[src/rtl/fetch_predict_if.sv]
// Fetch-stage bus: hazard/EX-stage controls in, IF/ID payload and debug counter out.
interface fetch_predict_if;
    logic        stallF;
    logic        redirect_E;
    logic [31:0] redirect_pc_E;
    logic        upd_valid_E;
    logic [31:0] upd_pc_E;
    logic        upd_taken_E;
    logic [31:0] upd_target_E;
    logic [31:0] pc_F;
    logic [31:0] pc4_F;
    logic        takenF;
    logic [31:0] pred_target_F;
    logic [31:0] mispred_cnt;

    // Pipeline control / EX training side
    modport master (
        output stallF, redirect_E, redirect_pc_E,
        output upd_valid_E, upd_pc_E, upd_taken_E, upd_target_E,
        input  pc_F, pc4_F, takenF, pred_target_F, mispred_cnt
    );

    // Fetch/predict unit side
    modport slave (
        input  stallF, redirect_E, redirect_pc_E,
        input  upd_valid_E, upd_pc_E, upd_taken_E, upd_target_E,
        output pc_F, pc4_F, takenF, pred_target_F, mispred_cnt
    );
endinterface

[src/rtl/fetch_predict_unit.sv]
// IF-stage PC owner with direct-mapped BTB + 2-bit BHT next-PC prediction,
// EX-stage training/redirect, and a wrapping mispredict counter.
module fetch_predict_unit #(
    parameter logic [31:0] RESET_PC = 32'h0000_0000,
    parameter int unsigned IDX_W    = 6,
    parameter logic [1:0]  CNT_INIT = 2'b01
) (
    input  logic            clk,
    input  logic            rst,
    fetch_predict_if.slave  bus
);
    localparam int unsigned DEPTH = 1 << IDX_W;
    localparam int unsigned TAG_W = 32 - IDX_W - 2;

    logic [1:0]       bht        [DEPTH];
    logic [DEPTH-1:0] btb_valid;
    logic [TAG_W-1:0] btb_tag    [DEPTH];
    logic [29:0]      btb_target [DEPTH];

    logic [31:0]      pc_q;
    logic [31:0]      cnt_q;

    logic [IDX_W-1:0] f_idx;
    logic [TAG_W-1:0] f_tag;
    logic             f_hit;
    logic             f_taken;
    logic [31:0]      f_pc4;
    logic [31:0]      f_pred;

    logic [IDX_W-1:0] u_idx;
    logic [TAG_W-1:0] u_tag;
    logic [1:0]       u_ctr_old;
    logic [1:0]       u_ctr_new;

    // Alignment bits are dropped everywhere; kept only to make that explicit.
    logic             unused_low_bits;
    assign unused_low_bits = ^{bus.redirect_pc_E[1:0], bus.upd_target_E[1:0], bus.upd_pc_E[1:0]};

    // Lookup on the current fetch PC (reads the pre-update table contents)
    always_comb begin
        f_idx   = pc_q[IDX_W+1:2];
        f_tag   = pc_q[31:IDX_W+2];
        f_hit   = btb_valid[f_idx] && (btb_tag[f_idx] == f_tag);
        f_taken = f_hit && bht[f_idx][1];
        f_pc4   = pc_q + 32'd4;
        f_pred  = f_taken ? {btb_target[f_idx], 2'b00} : f_pc4;
    end

    // Saturating counter step for the entry being trained
    always_comb begin
        u_idx     = bus.upd_pc_E[IDX_W+1:2];
        u_tag     = bus.upd_pc_E[31:IDX_W+2];
        u_ctr_old = bht[u_idx];
        u_ctr_new = u_ctr_old;
        if (bus.upd_taken_E) begin
            if (u_ctr_old != 2'b11) u_ctr_new = u_ctr_old + 2'd1;
        end else begin
            if (u_ctr_old != 2'b00) u_ctr_new = u_ctr_old - 2'd1;
        end
    end

    // PC register: reset > redirect > stall > predicted next PC
    always_ff @(posedge clk) begin
        if (rst) begin
            pc_q <= RESET_PC;
        end else if (bus.redirect_E) begin
            pc_q <= {bus.redirect_pc_E[31:2], 2'b00};
        end else if (!bus.stallF) begin
            pc_q <= f_pred;
        end
    end

    // Mispredict counter, wraps naturally
    always_ff @(posedge clk) begin
        if (rst) begin
            cnt_q <= '0;
        end else if (bus.redirect_E) begin
            cnt_q <= cnt_q + 32'd1;
        end
    end

    // BHT counters and BTB valid bits (reset-cleared state)
    always_ff @(posedge clk) begin
        if (rst) begin
            for (int i = 0; i < int'(DEPTH); i++) begin
                bht[i] <= CNT_INIT;
            end
            btb_valid <= '0;
        end else if (bus.upd_valid_E) begin
            bht[u_idx] <= u_ctr_new;
            if (bus.upd_taken_E) begin
                btb_valid[u_idx] <= 1'b1;
            end
        end
    end

    // BTB tag/target payload; meaningless until valid, so no reset
    always_ff @(posedge clk) begin
        if (!rst && bus.upd_valid_E && bus.upd_taken_E) begin
            btb_tag[u_idx]    <= u_tag;
            btb_target[u_idx] <= bus.upd_target_E[31:2];
        end
    end

    assign bus.pc_F          = pc_q;
    assign bus.pc4_F         = f_pc4;
    assign bus.takenF        = f_taken;
    assign bus.pred_target_F = f_pred;
    assign bus.mispred_cnt   = cnt_q;

endmodule

[src/flat_wrapper.sv]
// flat-port wrapper written by rule: the top's interface ports become plain ports
module fetch_predict_unit_flat 
#(
    parameter logic [31:0] RESET_PC = 32'h0000_0000,
    parameter int unsigned IDX_W    = 6,
    parameter logic [1:0]  CNT_INIT = 2'b01
)
  (clk, rst, bus_stallF, bus_redirect_E, bus_redirect_pc_E, bus_upd_valid_E, bus_upd_pc_E, bus_upd_taken_E, bus_upd_target_E, bus_pc_F, bus_pc4_F, bus_takenF, bus_pred_target_F, bus_mispred_cnt);
  fetch_predict_if bus_i ();
  input  logic clk;
  input  logic rst;
  input wire logic [$bits(bus_i.stallF)-1:0] bus_stallF;
  input wire logic [$bits(bus_i.redirect_E)-1:0] bus_redirect_E;
  input wire logic [$bits(bus_i.redirect_pc_E)-1:0] bus_redirect_pc_E;
  input wire logic [$bits(bus_i.upd_valid_E)-1:0] bus_upd_valid_E;
  input wire logic [$bits(bus_i.upd_pc_E)-1:0] bus_upd_pc_E;
  input wire logic [$bits(bus_i.upd_taken_E)-1:0] bus_upd_taken_E;
  input wire logic [$bits(bus_i.upd_target_E)-1:0] bus_upd_target_E;
  output wire logic [$bits(bus_i.pc_F)-1:0] bus_pc_F;
  output wire logic [$bits(bus_i.pc4_F)-1:0] bus_pc4_F;
  output wire logic [$bits(bus_i.takenF)-1:0] bus_takenF;
  output wire logic [$bits(bus_i.pred_target_F)-1:0] bus_pred_target_F;
  output wire logic [$bits(bus_i.mispred_cnt)-1:0] bus_mispred_cnt;
  assign bus_i.stallF = bus_stallF;
  assign bus_i.redirect_E = bus_redirect_E;
  assign bus_i.redirect_pc_E = bus_redirect_pc_E;
  assign bus_i.upd_valid_E = bus_upd_valid_E;
  assign bus_i.upd_pc_E = bus_upd_pc_E;
  assign bus_i.upd_taken_E = bus_upd_taken_E;
  assign bus_i.upd_target_E = bus_upd_target_E;
  assign bus_pc_F = bus_i.pc_F;
  assign bus_pc4_F = bus_i.pc4_F;
  assign bus_takenF = bus_i.takenF;
  assign bus_pred_target_F = bus_i.pred_target_F;
  assign bus_mispred_cnt = bus_i.mispred_cnt;
  fetch_predict_unit #(.RESET_PC(RESET_PC), .IDX_W(IDX_W), .CNT_INIT(CNT_INIT)) u_core (.clk(clk), .rst(rst), .bus(bus_i));
endmodule
[config.mk]
export PLATFORM = sky130hd
export DESIGN_NAME = fetch_predict_unit_flat
export DESIGN_NICKNAME = d
export VERILOG_FILES = /design/src/rtl/fetch_predict_if.sv /design/src/rtl/fetch_predict_unit.sv /design/src/flat_wrapper.sv
export SDC_FILE = /design/constraint.sdc
export NUM_CORES = 2
export LEC_CHECK = 0
export CAP_MARGIN = 20
export CORE_MARGIN = 2
export CORE_UTILIZATION = 36
export CTS_BUF_LIST = sky130_fd_sc_hd__clkbuf_8
export DETAILED_ROUTE_END_ITERATION = 6
export PLACE_DENSITY_LB_ADDON = 0.05
export SKIP_LAST_GASP = 1
export SLEW_MARGIN = 15
export SYNTH_ARGS = -nofsm -noshare
export SYNTH_HDL_FRONTEND = slang
export SYNTH_SLANG_ARGS = --single-unit
[constraint.sdc]
create_clock -name clk -period 14 [get_ports clk]
set_clock_uncertainty 0.2 [all_clocks]
set_input_delay 2.1 -clock clk [delete_from_list [all_inputs] [get_ports clk]]
set_output_delay 2.1 -clock clk [all_outputs]
set_load 0.005 [all_outputs]
### Word-level counts from Yosys, hierarchy flattened

Memory sizes are Yosys's and may differ from the RTL's. A register that Yosys moved wholly into a read port is not among the register bits.
Index checks and enable logic that the tools add are counted.

* logic and storage cells: 54
* output and inout port bits: 129
* memories: 3
* RAM bits: 3584
* bits in registers: 128
* input port bits: 102

* eq/ne operators: 3
* reductions and logical operators: 10
* add/subtract/negate cells: 4
* bitwise gates (word level): 1
* magnitude comparators: 3
* mux-type cells: 26

Memories
* u_core.btb_target: words 64, width 30, rd ports 1, clocked after Yosys merged registers in 1, write ports 1, line fetch_predict_unit.sv:18 `logic [29:0] btb_target [DEPTH];`
* u_core.btb_tag: words 64, width 24, rd ports 1, clocked after Yosys merged registers in 1, write ports 1, line fetch_predict_unit.sv:17 `logic [TAG_W-1:0] btb_tag [DEPTH];`
* u_core.bht: words 64, width 2, rd ports 2, clocked after Yosys merged registers in 1, write ports 64, line fetch_predict_unit.sv:15 `logic [1:0] bht [DEPTH];`

Operators by type and width (number)
* 32-bit 2-to-1 mux: 3
* 64-bit bitwise OR: 1
* 6-bit 2-to-1 mux: 7
* 32-bit by 1-bit adder with 32-bit output, second input constant: 1
* 32-bit by 3-bit adder with 32-bit output, second input constant: 1
* 24-bit equality test: 1
* 6-bit by 7-bit less-than comparator with 1-bit output, second input constant: 2
* 1-bit 2-to-1 mux: 10
* 2-bit 2-to-1 mux: 4
* 1-bit binary-select mux with 6-bit select: 1
* 1-bit demux with 6-bit select: 1
* 6-bit by 1-bit >= comparator with 1-bit output, second input constant: 1
* 1-bit logical AND: 5
* 2-bit OR reduction: 2
* 2-bit by 1-bit adder with 2-bit output, second input constant: 1
* 2-bit by 1-bit != test with 1-bit output, second input constant: 1
* 2-bit != test, second input constant: 1
* 2-bit AND reduction: 1
* 2-bit nonzero test: 1
* 2-bit by 1-bit subtractor with 2-bit output, second input constant: 1
* 1-bit logical NOT: 1

### Longest topological paths before layout

* depth after elaboration: 9
* depth in mapped cells: 19
* depth with buffers taken out: 10

### Worst setup path after synthesis

Ideal clock, no wire load.

* path type: input to register
* start: input bus_upd_pc_E[4]
* end: memory u_core.btb_tag[52][0] (netlist bit), enable pin
* path buffers: 4
* library setup time: 535 ps
* arrival time: 7257 ps
* data required time: 13265 ps
* slack: 6008 ps
* stages: 7
* cells stage by stage: clkbuf_1 -> nor3b_1 -> clkbuf_1 -> clkbuf_1 -> nand2_1 -> clkbuf_1 -> nor3_1

RTL lines
* from (decl): line flat_wrapper.sv:16 `input wire logic [$bits(bus_i.upd_pc_E)-1:0] bus_upd_pc_E;`
* to (decl): line fetch_predict_unit.sv:17

No word-level cell before the write port.

==> flow_summary.ini <==
[synthesis]
netlist_area_mm2 = 0.145
synthAdderAreaFrac_pct = 0.0310
seq_area_frac_synth_pct = 76.0
synth_xor_area_share_pct = 0.380
synth.mux.area_fraction_pct = 16.9
synth_edf_count = 3584
ys_ff_latch = 3718
netlist_instances = 6742
async_reset_ff_share_pct = 0
ys_warn_count = 0
synth_compound_area_share_pct = 2.64
synth_fp_nets = 6846
synth_top_family_by_area = multiplexers
syn_avg_cell_area_um2 = 21.5
synthDistinctLibCells = 85
synth-main-ff-cell = edfxtp_1
synthSimpleGateAreaFrac_pct = 2.69

[placement]
hpwl_um = 279000
place_congestion = 0.803
dp_slack_ps = 4590
numPortBuffers = 224
placed_area_mm2 = 0.155

[route]
wirelength_um = 533000
routed-wl-met3_um = 28900
dr.max_layer_used = met5
vias_per_cell = 5.78
dr_wl_met2_um = 266000
met1Wirelength_um = 222000
route.vias.total = 76704
initialDrtViolationCount = 9065
drtPass1Iterations = 6
routedWlPerCell_um = 40.2
drc_errors = 0
ant_nets = 0

[timing]
worst_slew_margin_rel_pct = 17.8
fin_crit_ps = 10600
fin_crit_sh_pct = 75.7
tns_ps = 0
slew_viol_final = 0
rsz0062_at_grt = false
final.setup.worst_slack_ps = 3400
finalSetupViolCount = 0
whs_ps = 248
tightest_slew_ps = 1230
finalHoldViolations = 0
max_freq_mhz = 94.3

[clock_network]
numCtsBuffers = 645
root_buffer = clkbuf_8
cts.htree.levels = 6
ctsResizeCount = 0
clkLatencyLatePin_ps = 1250
post_cts_buffers = 0
cts_buffer_depth = 4
cts_sinks = 3718
clk_pin_slew_worst_paths_ps = 60
ctsHoldBuffers = 0
cts_tree = built

[finish]
post-route-util_pct = 41.4
area_growth_pct = 14.8
fillers = 35546
fin_nets = 7581
drive_gt1_share_pct = 27.9
final_area_mm2 = 0.167
seq_area_mm2 = 0.110
multiInputGateArea_mm2 = 0.0333

[outcome]
status = complete, no violations

[critical_path]
max_stage_delay_ps = 740
r2r_cells = 13
cp_data_arrival_time_ps = 8300
crit_path_end = bus_pred_target_F[13]
end_kind = primary output
crit_path_frequent_cell = buf_4
crit_type = reg2out
worstPathRequired_ps = 11700
cp_max_fo = 66
ff2ff_setup_slack_ps = 6870
crit_slowest_cell = buf_4
crit_path_start_kind = flop
crit_chain = buf_12 -> buf_4 -> mux4_2 -> a22o_1 -> a221oi_2 -> xor2_1 -> o2111ai_1 -> or4b_1 -> or4_1 -> nor3_4 -> buf_4 -> mux2_4 -> clkdlybuf4s50_1

[power_and_ir_drop]
p_int_mw = 17.3
clkPwrFrac_pct = 39.7
p_per_area_mw_per_mm2 = 138
leakagePower_nw = 52.5
p_seq_share_pct = 53.5
pwr-share-comb_pct = 6.8
swShare_pct = 24.4
p_sw_mw = 5.61
vdd_drop_max_mv = 0.0955

[global_route]
grt_antenna_before_repair = 60
grt_max_degree = 102
grt-ovfl-total = 0
grt_pass1_wl_um = 707000
grt_use_total_pct = 25.8
grt_pass1_vias = 78320

[floorplanning]
die_w_um = 639
dieArea_mm2 = 0.409
rows = 233
io_pins = 231
start_util_pct = 36.1
die_h_um = 639
core_area_mm2 = 0.402

[hold_path]
hp-class = reg2reg

[flow_run]
cap_violations = 0
## critical path: cells and delay by family (launching register included)
family | cells | cell delay, ps
multiplexers | 2 | 1030
XOR/XNOR | 1 | 350
AO/OA/AOI/OAI | 3 | 920
flip-flops | 1 | 670
AND/OR/NAND/NOR | 3 | 1300
buffers and inverters | 4 | 2390
## metrics by stage
step | instances | power [mW]
2_1_floorplan | 6742 | 13.4
3_3_place_gp | 12093 | 14.1
3_5_place_dp | 12096 | 14.1
4_1_cts | 13232 | 23.2
5_1_grt | 13260 | 23.7
6_report | 13269 | 23.0
## power by group through the flow
| stage | logic [mW] | registers (mW) | clock network, mW |
|---|---|---|---|
| after global placement | 1.56 | 12.5 | 0 |
| final | 1.56 | 12.3 | 9.11 |
| after CTS | 1.57 | 12.3 | 9.34 |
| after detailed placement | 1.57 | 12.5 | 0 |
| after floorplan | 0.878 | 12.5 | 0 |
| after global routing | 1.64 | 12.3 | 9.81 |
## worst min-delay path by stage
stage | from | end | slack (ps) | depth (start not counted)
after floorplan | u_core.btb_valid[10]$_SDFFE_PP0P_ | u_core.btb_valid[10]$_SDFFE_PP0P_ | 220 | 1
after global placement | u_core.btb_valid[7]$_SDFFE_PP0P_ | u_core.btb_valid[7]$_SDFFE_PP0P_ | 230 | 1
after detailed placement | u_core.btb_valid[2]$_SDFFE_PP0P_ | u_core.btb_valid[2]$_SDFFE_PP0P_ | 240 | 1
after CTS | u_core.btb_valid[15]$_SDFFE_PP0P_ | u_core.btb_valid[15]$_SDFFE_PP0P_ | 250 | 1
after global routing | u_core.btb_valid[60]$_SDFFE_PP0P_ | u_core.btb_valid[60]$_SDFFE_PP0P_ | 270 | 1
final | u_core.btb_valid[2]$_SDFFE_PP0P_ | u_core.btb_valid[2]$_SDFFE_PP0P_ | 250 | 1
## area by class of cell
class / count / area share (%)
repair buffers: 500 / 2.92
inverters: 17 / 0.0503
multi-input cells: 2595 / 20.0
well taps: 5287 / 3.97
diodes: 16 / 0.0240
clock buffers: 659 / 5.44
flip-flops and latches: 3718 / 66.2
clock inverters: 477 / 1.41
## synth_stat cells (9+ instances only)
cell type | count | share of area (%)
a21o_1 | 90 | 0.47
a21oi_1 | 52 | 0.18
a221oi_1 | 17 | 0.10
a22o_1 | 54 | 0.33
a22oi_1 | 124 | 0.64
a31oi_1 | 28 | 0.12
a32oi_1 | 9 | 0.054
and2_1 | 22 | 0.095
and3_1 | 28 | 0.12
and4_1 | 14 | 0.084
buf_1 | 49 | 0.13
buf_2 | 127 | 0.44
buf_4 | 28 | 0.14
buf_6 | 22 | 0.17
clkbuf_1 | 182 | 0.47
dfxtp_1 | 134 | 1.8
edfxtp_1 | 3584 | 74
inv_1 | 14 | 0.036
mux2_2 | 18 | 0.14
mux2_4 | 25 | 0.26
mux2i_1 | 161 | 1.1
mux4_1 | 22 | 0.40
mux4_2 | 964 | 15
nand2_1 | 259 | 0.67
nand2b_1 | 11 | 0.047
nand3_1 | 96 | 0.33
nand4_1 | 22 | 0.095
nor2_1 | 178 | 0.46
nor2b_1 | 35 | 0.15
nor3_1 | 79 | 0.27
nor4_1 | 11 | 0.047
o211ai_1 | 13 | 0.067
o21ai_0 | 49 | 0.17
o22ai_1 | 24 | 0.10
or3_1 | 10 | 0.043
xnor2_1 | 29 | 0.17
xor2_1 | 34 | 0.21
## cell usage in the layout, fill, tap and decap left out, drive strengths merged, types with 9 or more instances in the layout
| cell type | n |
|---|---|
| nor4 | 13 |
| diode | 16 |
| mux2 | 43 |
| mux2i | 161 |
| o21ai | 50 |
| edfxtp | 3584 |
| inv | 263 |
| buf | 331 |
| a221oi | 20 |
| a21o | 90 |
| o22ai | 24 |
| a32oi | 9 |
| nand2b | 11 |
| and4 | 14 |
| dfxtp | 134 |
| clkinvlp | 13 |
| a22oi | 124 |
| xnor2 | 29 |
| nand4 | 22 |
| nor2 | 179 |
| nor3 | 80 |
| nand2 | 259 |
| and3 | 28 |
| mux4 | 986 |
| clkdlybuf4s50 | 169 |
| clkbuf | 659 |
| and2 | 23 |
| or3 | 10 |
| a22o | 54 |
| nand3 | 96 |
| clkinv | 211 |
| a21oi | 52 |
| o211ai | 13 |
| xor2 | 34 |
| a31oi | 28 |
| nor2b | 35 |
## cell families after synthesis
| family | Yosys count |
|---|---|
| simple gates | 812 |
| flops | 3718 |
| fa+ha+maj | 4 |
| compound gates | 526 |
| buf+inv | 429 |
| xor+xnor | 63 |
| mux | 1190 |
## routing by layer
metal  track usage (%)  vias up
li1                  -    30006
met1              34.7    42992
met2              43.7     2924
met3              3.47      760
met4              7.26       22
met5                 0        -
## flip-flops by register name, summed over array words and instances, names as in the netlist, named ones only
register and cells:
u_core.bus.pc_F 32, u_core.btb_target 1920, u_core.btb_tag 1536, u_core.bht 128
u_core.bus.mispred_cnt 32, u_core.btb_valid 64
(Power assumes the default switching activity.)
